`src/rtl/ghost_chaser.sv`:
```
// Enemy sprite that chases a target inside a screen zone, walks home when the
// target leaves, and can be frozen for a fixed number of steps.
module ghost_chaser #(
  parameter int          T_W          = 16,
  parameter int          HOME_X       = 620,
  parameter int          HOME_Y       = 460,
  parameter int          ZONE_Y_MIN   = 297,
  parameter int          ZONE_Y_MAX   = 479,
  parameter int          BASE_PERIOD  = 4600000,
  parameter int          MIN_PERIOD   = 500000,
  parameter int          ANIM_PERIOD  = 40000000,
  parameter int          FREEZE_TICKS = 64,
  parameter logic [11:0] TRANSP       = 12'h6DE,
  localparam int         COL_W        = $clog2(T_W),
  localparam int         ROW_W        = $clog2(2 * T_W),
  localparam int         ADDR_W       = ROW_W + COL_W
) (
  input  logic              clk,
  input  logic              reset_n,
  input  logic              freeze,
  input  logic [9:0]        tgt_x,
  input  logic [9:0]        tgt_y,
  input  logic [9:0]        x,
  input  logic [9:0]        y,
  input  logic [25:0]       speed_offset,
  input  logic [11:0]       rom_data,
  output logic [ADDR_W-1:0] rom_addr,
  output logic [9:0]        pos_x,
  output logic [9:0]        pos_y,
  output logic              dir,
  output logic [1:0]        state,
  output logic              sprite_on,
  output logic [11:0]       rgb_out
);

  localparam int         PER_W = 27;
  localparam int         AN_W  = $clog2(ANIM_PERIOD);
  localparam int         FC_W  = $clog2(FREEZE_TICKS) + 1;
  localparam logic [9:0] HX    = 10'(HOME_X);
  localparam logic [9:0] HY    = 10'(HOME_Y);

  typedef enum logic [1:0] {
    S_HOME   = 2'b00,
    S_CHASE  = 2'b01,
    S_RETURN = 2'b10,
    S_FROZEN = 2'b11
  } state_t;

  state_t           cur_st;
  state_t           nxt_st;
  logic [FC_W-1:0]  frz_cnt;
  logic [FC_W-1:0]  frz_cnt_nxt;
  logic [PER_W-1:0] step_cnt;
  logic [PER_W-1:0] period;
  logic             tick;
  logic             in_zone;
  logic             has_goal;
  logic [9:0]       goal_x;
  logic [9:0]       goal_y;
  logic [AN_W-1:0]  anim_cnt;
  logic             frame;
  logic [10:0]      x_lim;
  logic [10:0]      y_lim;
  logic [9:0]       dx;
  logic [9:0]       dy;
  logic [COL_W-1:0] col;
  logic [ROW_W-1:0] row;
  logic             in_box_p0;
  logic             in_box_p1;

  // Step period shrinks with speed_offset but never drops below MIN_PERIOD.
  function automatic logic [PER_W-1:0] sat_period(input logic [25:0] off);
    logic [PER_W-1:0] base_p;
    logic [PER_W-1:0] min_p;
    logic [PER_W-1:0] off_w;
    base_p = PER_W'(BASE_PERIOD);
    min_p  = PER_W'(MIN_PERIOD);
    off_w  = {1'b0, off};
    if (off_w + min_p >= base_p) sat_period = min_p;
    else                         sat_period = base_p - off_w;
  endfunction

  function automatic logic [9:0] step_toward(input logic [9:0] cur, input logic [9:0] goal);
    logic signed [10:0] diff;
    diff = $signed({1'b0, goal}) - $signed({1'b0, cur});
    if (diff > 11'sd0)      step_toward = cur + 10'd1;
    else if (diff < 11'sd0) step_toward = cur - 10'd1;
    else                    step_toward = cur;
  endfunction

  // A shortened period takes effect at once: an overshooting count ticks and wraps.
  assign period = sat_period(speed_offset);
  assign tick   = (step_cnt >= period - PER_W'(1));

  always_ff @(posedge clk) begin
    if (!reset_n)  step_cnt <= '0;
    else if (tick) step_cnt <= '0;
    else           step_cnt <= step_cnt + PER_W'(1);
  end

  assign in_zone  = (tgt_y >= 10'(ZONE_Y_MIN)) && (tgt_y <= 10'(ZONE_Y_MAX));
  assign has_goal = (cur_st == S_CHASE) || (cur_st == S_RETURN);
  assign goal_x   = (cur_st == S_CHASE) ? tgt_x : HX;
  assign goal_y   = (cur_st == S_CHASE) ? tgt_y : HY;

  always_ff @(posedge clk) begin
    if (!reset_n) begin
      cur_st  <= S_HOME;
      frz_cnt <= '0;
    end else begin
      cur_st  <= nxt_st;
      frz_cnt <= frz_cnt_nxt;
    end
  end

  always_comb begin
    nxt_st      = cur_st;
    frz_cnt_nxt = frz_cnt;
    if (freeze) begin
      nxt_st      = S_FROZEN;
      frz_cnt_nxt = '0;
    end else begin
      case (cur_st)
        S_HOME:   if (in_zone) nxt_st = S_CHASE;
        S_CHASE:  if (!in_zone) nxt_st = S_RETURN;
        S_RETURN: begin
          if (in_zone)                          nxt_st = S_CHASE;
          else if (pos_x == HX && pos_y == HY) nxt_st = S_HOME;
        end
        S_FROZEN: begin
          if (tick) begin
            if (frz_cnt == FC_W'(FREEZE_TICKS - 1)) begin
              nxt_st      = in_zone ? S_CHASE : S_RETURN;
              frz_cnt_nxt = '0;
            end else begin
              frz_cnt_nxt = frz_cnt + FC_W'(1);
            end
          end
        end
        default:  nxt_st = S_HOME;
      endcase
    end
  end

  assign state = cur_st;

  // Motion and facing use the state held before this edge.
  always_ff @(posedge clk) begin
    if (!reset_n) begin
      pos_x <= HX;
      pos_y <= HY;
      dir   <= 1'b1;
    end else begin
      if (tick && has_goal) begin
        pos_x <= step_toward(pos_x, goal_x);
        pos_y <= step_toward(pos_y, goal_y);
      end
      if (has_goal) begin
        if (goal_x < pos_x)      dir <= 1'b0;
        else if (goal_x > pos_x) dir <= 1'b1;
      end
    end
  end

  always_ff @(posedge clk) begin
    if (!reset_n)                               anim_cnt <= '0;
    else if (anim_cnt == AN_W'(ANIM_PERIOD - 1)) anim_cnt <= '0;
    else                                        anim_cnt <= anim_cnt + AN_W'(1);
  end

  assign frame = (anim_cnt >= AN_W'(ANIM_PERIOD / 2)) && (cur_st == S_CHASE);

  // Pixel stage p0: box test and ROM address from the live VGA coordinate.
  assign x_lim     = {1'b0, pos_x} + 11'(T_W);
  assign y_lim     = {1'b0, pos_y} + 11'(T_W);
  assign in_box_p0 = (x >= pos_x) && ({1'b0, x} < x_lim) &&
                     (y >= pos_y) && ({1'b0, y} < y_lim);
  assign dx        = x - pos_x;
  assign dy        = y - pos_y;
  assign col       = dir ? dx[COL_W-1:0] : COL_W'(T_W - 1) - dx[COL_W-1:0];
  assign row       = dy[ROW_W-1:0] + (frame ? ROW_W'(T_W) : ROW_W'(0));
  assign rom_addr  = {row, col};

  // Pixel stage p1: box flag aligned with the ROM's one-cycle read latency.
  always_ff @(posedge clk) begin
    if (!reset_n) in_box_p1 <= 1'b0;
    else          in_box_p1 <= in_box_p0;
  end

  assign sprite_on = in_box_p1 && (rom_data != TRANSP);
  assign rgb_out   = rom_data;

endmodule
```
`config.mk`:
```
export PLATFORM = sky130hd
export DESIGN_NAME = ghost_chaser
export DESIGN_NICKNAME = d
export VERILOG_FILES = /design/src/rtl/ghost_chaser.sv
export SDC_FILE = /design/constraint.sdc
export NUM_CORES = 1
export LEC_CHECK = 0
export ABC_AREA = 1
export BUFFER_PORTS_ARGS = -buffer_cell sky130_fd_sc_hd__buf_2
export CAP_MARGIN = 20
export CORE_UTILIZATION = 40
export CTS_CLUSTER_SIZE = 12
export DETAILED_ROUTE_END_ITERATION = 8
export MAX_ROUTING_LAYER = met4
export SETUP_SLACK_MARGIN = 0.2
export SLEW_MARGIN = 5
export SYNTH_ARGS = -nofsm -noshare
export SYNTH_HDL_FRONTEND = slang
export SYNTH_SLANG_ARGS = --single-unit
```
`constraint.sdc`:
```
create_clock -name clk -period 4 [get_ports clk]
set_clock_uncertainty 0.05 [all_clocks]
set_input_delay 0.6 -clock clk [delete_from_list [all_inputs] [get_ports clk]]
set_output_delay 0.6 -clock clk [all_outputs]
set_load 0.1 [all_outputs]
```
==> flow_metrics.tcl <==
set metrics [dict create \
    top_level_ports 126 \
    clockPowerShare_pct 20.6 \
    outcome "complete, but fails checks" \
    detail_route.drc_violations 0 \
    drtPass1Iterations 4 \
    clock_latency_ns 0.34 \
    setup_ws_ns -0.141 \
    effective_utilization_at_floorplan_pct 40.6 \
    worst_hold_slack_ns 0.421 \
    hold_viol 0 \
    place_congestion 0.886 \
    yosysMostFrequentCell "sky130_fd_sc_hd__nand2_1" \
    num-fill-cells 2287 \
    setup_violations 44 \
    cts.htree.levels 3 \
    path_depth 35 \
    tritoncts.num_buffers 9 \
    startpoint_type_of_the_worst_setup_path "primary input" \
    layout.cells.non_filler 2220 \
    critical-path-max-stage-delay_ns 0.32 \
    hold_buffers_post_cts 0 \
    remaining_antenna_violation_count 0 \
    syn_area_um2 9860 \
    timing.critical_path.arrival_ns 4.36 \
    grt_overflow_total 0 \
    worst-setup-path-type "primary input to register" \
    intPower_mw 2.45 \
    routed_via_density 4.89 \
    crit_reg_reg_endpoint "pos_x[9]" \
    synthDominantCellAreaShare_pct 17.1 \
    detail_route.wl_per_cell_um 12.5 \
    numPortBuffers 125 \
    share_comb_of_total_power_pct 58.3 \
    path_delay_family "simple AND/OR/NAND/NOR gates" \
    tritoncts "done" \
    totalNegativeSetupSlack_ns -2.86 \
    pin_count_of_the_biggest_net_entering_global_routing 18 \
    floorplan.die.width_um 159 \
    powerDensity_nw_per_um2 286 \
    ff2ff_path_depth 28 \
    place_ws_ns -0.735 \
    hold_path_depth 1 \
    fmaxAchievable_mhz 241 \
    grt_pass1_vias 10389 \
    fp.dieH_um 159 \
    synth_area_leaders "sky130_fd_sc_hd__dfxtp_1 17%, sky130_fd_sc_hd__ha_1 14%, sky130_fd_sc_hd__nand2_1 12%" \
    number_of_enable_flip_flop_cells_after_synthesis 0 \
    finish.net_count 2095 \
    cts.sink_count 84 \
    timing.critical_path.fanout_max 7 \
    rrSetupSlack_ns -0.12 \
    clockBufferDepth 2 \
    max-vdd-ir-drop_uv 244 \
    critical_path_end_type "register" \
    yosys_cell_types 56 \
    synth_simple_gate_area_share_pct 34.4 \
    worst_hold_path.endpoint "anim_cnt[0]" \
    p_leak_nw 6.87 \
    synth_xor_xnor_area_share_pct 7.72 \
    max-slew-margin-rel_pct 38.9 \
    timing.critical_path.slowest_stage_cell "sky130_fd_sc_hd__ha_1" \
    signed_area_change_from_the_synthesized_netlist_to_the_final_layout_pct 46.7 \
    switchingPower_mw 1.68 \
    synth_common_cells "327 x sky130_fd_sc_hd__nand2_1, 228 x sky130_fd_sc_hd__inv_1, 164 x sky130_fd_sc_hd__nor2_1" \
    antenna_found_initial 0 \
    path_clk_slew_ns 0.06 \
    critical_path_required_ns 4.22 \
    ctsRootBufferMaster "sky130_fd_sc_hd__clkbuf_16" \
    routed_wirelength_mm 27.8 \
    post-place-cells 2151 \
    synth-warning-count 0 \
    ys_seq_area_share_pct 17.1 \
    floorplan.core_area_um2 24200 \
    std_cell_rows 57 \
    drv_slew 0 \
    min_period_over_period_pct 104 \
    floorplan.die_area_um2 25300 \
    avgSynthCellArea_um2 6.40 \
    ys.flop_type "sky130_fd_sc_hd__dfxtp_1" \
    route.vias.total 10858 \
    first_pass_grt_wire_length_mm 46.5 \
    ys_seq_elements 84 \
    synth_top_cell_by_area "sky130_fd_sc_hd__dfxtp_1" \
    startpoint_of_the_tightest_hold_check_path "anim_cnt[0]" \
    synthCells 1541 \
    crit_buf_inv 8 \
    r2r-start "state[1]" \
    power_switching_share_pct 40.6 \
    synth-compound-area-share_pct 13.3 \
    timing.max_cap.violations 0 \
    hpwl_mm 22.0 \
    synthMuxAreaShare_pct 0 \
    rsz_0062_raised_after_global_routing "yes" \
    min_path_type "register to register" \
    drt_iter0_drc 416 \
    period_needed_ns 4.14 \
    synth_nets 1745 \
    post_synth_fa_ha_maj_area_fraction_pct 16.3 \
    grt.total_usage_pct 22.3 \
    async_flop_share_pct 0 \
    share_seq_of_total_power_pct 21.1 \
    worst_pin_slew_ns 0.907 \
    failed_checks "negative setup slack" \
    final_layout_size_suffix_gt1_share_pct 36.7 \
    combinational_family_with_the_most_area_after_synthesis "simple AND/OR/NAND/NOR gates" \
    cp_common_cell "sky130_fd_sc_hd__nand2_4" \
    antenna-diode-count 0 \
]
==> timing repair <==
item                       CTS  global route
resized for setup          148           155
pin swaps                   97            78
hold endpoints to repair     0             0
setup endpoints to repair   56            56
buffers inserted            36            17
==> worst max path at each step <==
stage / to / start
2_1_floorplan: pos_y[1] / speed_offset[5]
3_3_place_gp: pos_y[4] / speed_offset[5]
4_1_cts: pos_x[6] / speed_offset[5]
5_1_grt: frz_cnt[5] / speed_offset[12]
3_5_place_dp: pos_y[4] / speed_offset[5]
6_report: frz_cnt[3] / speed_offset[14]
==> cell usage in the layout, fill, tap and decap left out, types with 7 or more instances in the layout <==
master                      synthesis  final
sky130_fd_sc_hd__a21oi_1          105     73
sky130_fd_sc_hd__a21oi_2            2     28
sky130_fd_sc_hd__a31oi_1           10     10
sky130_fd_sc_hd__buf_12             0      7
sky130_fd_sc_hd__buf_2              4    113
sky130_fd_sc_hd__buf_4             13    217
sky130_fd_sc_hd__buf_6              3     29
sky130_fd_sc_hd__clkbuf_16          0      9
sky130_fd_sc_hd__dfxtp_1           84     71
sky130_fd_sc_hd__dfxtp_2            0     11
sky130_fd_sc_hd__ha_1             114     93
sky130_fd_sc_hd__ha_4               0     18
sky130_fd_sc_hd__inv_1            228    208
sky130_fd_sc_hd__inv_2             11     23
sky130_fd_sc_hd__nand2_1          327    275
sky130_fd_sc_hd__nand2_2            3     31
sky130_fd_sc_hd__nand2_4            4     21
sky130_fd_sc_hd__nand2_8            0      7
sky130_fd_sc_hd__nand3_1           89     71
sky130_fd_sc_hd__nand3_2            4     19
sky130_fd_sc_hd__nand4_1           38     38
sky130_fd_sc_hd__nor2_1           164    123
sky130_fd_sc_hd__nor2_2            11     32
sky130_fd_sc_hd__nor2_4             3     23
sky130_fd_sc_hd__nor3_1            44     38
sky130_fd_sc_hd__nor4_1            15     10
sky130_fd_sc_hd__o211ai_1          12     12
sky130_fd_sc_hd__o21ai_0           62     31
sky130_fd_sc_hd__o21ai_1            2     15
sky130_fd_sc_hd__o21ai_2            0     16
sky130_fd_sc_hd__o21bai_1          12     11
sky130_fd_sc_hd__or2_2             17     14
sky130_fd_sc_hd__xnor2_1           26     24
sky130_fd_sc_hd__xor2_1            59     57
==> routing by layer <==
layer  share of wire [%]  vias up  routed length, um  global-route usage (%)
met5                   0        -                  0                       -
met4                0.87        0                242                    4.02
met3                 2.1       20                595                    2.45
met2                  49      124              13700                    39.3
met1                  48     4942              13300                    27.5
li1                    -     5772                  -                       -
==> power groups by stage <==
stage               registers, mW  logic, mW  clock network [mW]
detailed placement          0.887       2.00                   0
CTS                         0.870       2.25               0.873
global route                0.872       2.64               0.909
global placement            0.887       1.98                   0
floorplan                   0.935       1.29                   0
finish                      0.871       2.41               0.852
==> sequential cells by signal, summed over array words and instances (netlist names) <==
register   flops
step_cnt      27
anim_cnt      26
pos_x         10
pos_y         10
frz_cnt        7
state          2
dir            1
in_box_p1      1
==> cells by family after synthesis <==
logic type               Yosys count
AND/OR/NAND/NOR                  745
XOR/XNOR                          86
adder cells (fa/ha/maj)          123
AO/OA/AOI/OAI                    229
flip-flops                        84
buffers and inverters            274
==> area by class of cell <==
cell class | instances | area (um2) | area share (%)
clock inverters | 4 | 47.5 | 0.329
inverters | 242 | 958 | 6.63
clock buffers | 12 | 256 | 1.77
multi-input cells | 1183 | 8360 | 57.9
flip-flops and latches | 84 | 1700 | 11.8
repair buffers | 371 | 2720 | 18.8
well taps | 324 | 405 | 2.80
==> through the flow <==
| stage | utilization (%) | instance area (um2) | total power [mW] |
|---|---|---|---|
| after CTS | 56.7 | 13700 | 3.99 |
| after floorplan | - | 10300 | 2.22 |
| final | 59.6 | 14500 | 4.13 |
| after global placement | 51.9 | 12600 | 2.86 |
| after detailed placement | 51.9 | 12600 | 2.89 |
| after global routing | 59.6 | 14500 | 4.42 |
(Power assumes the default switching activity.)
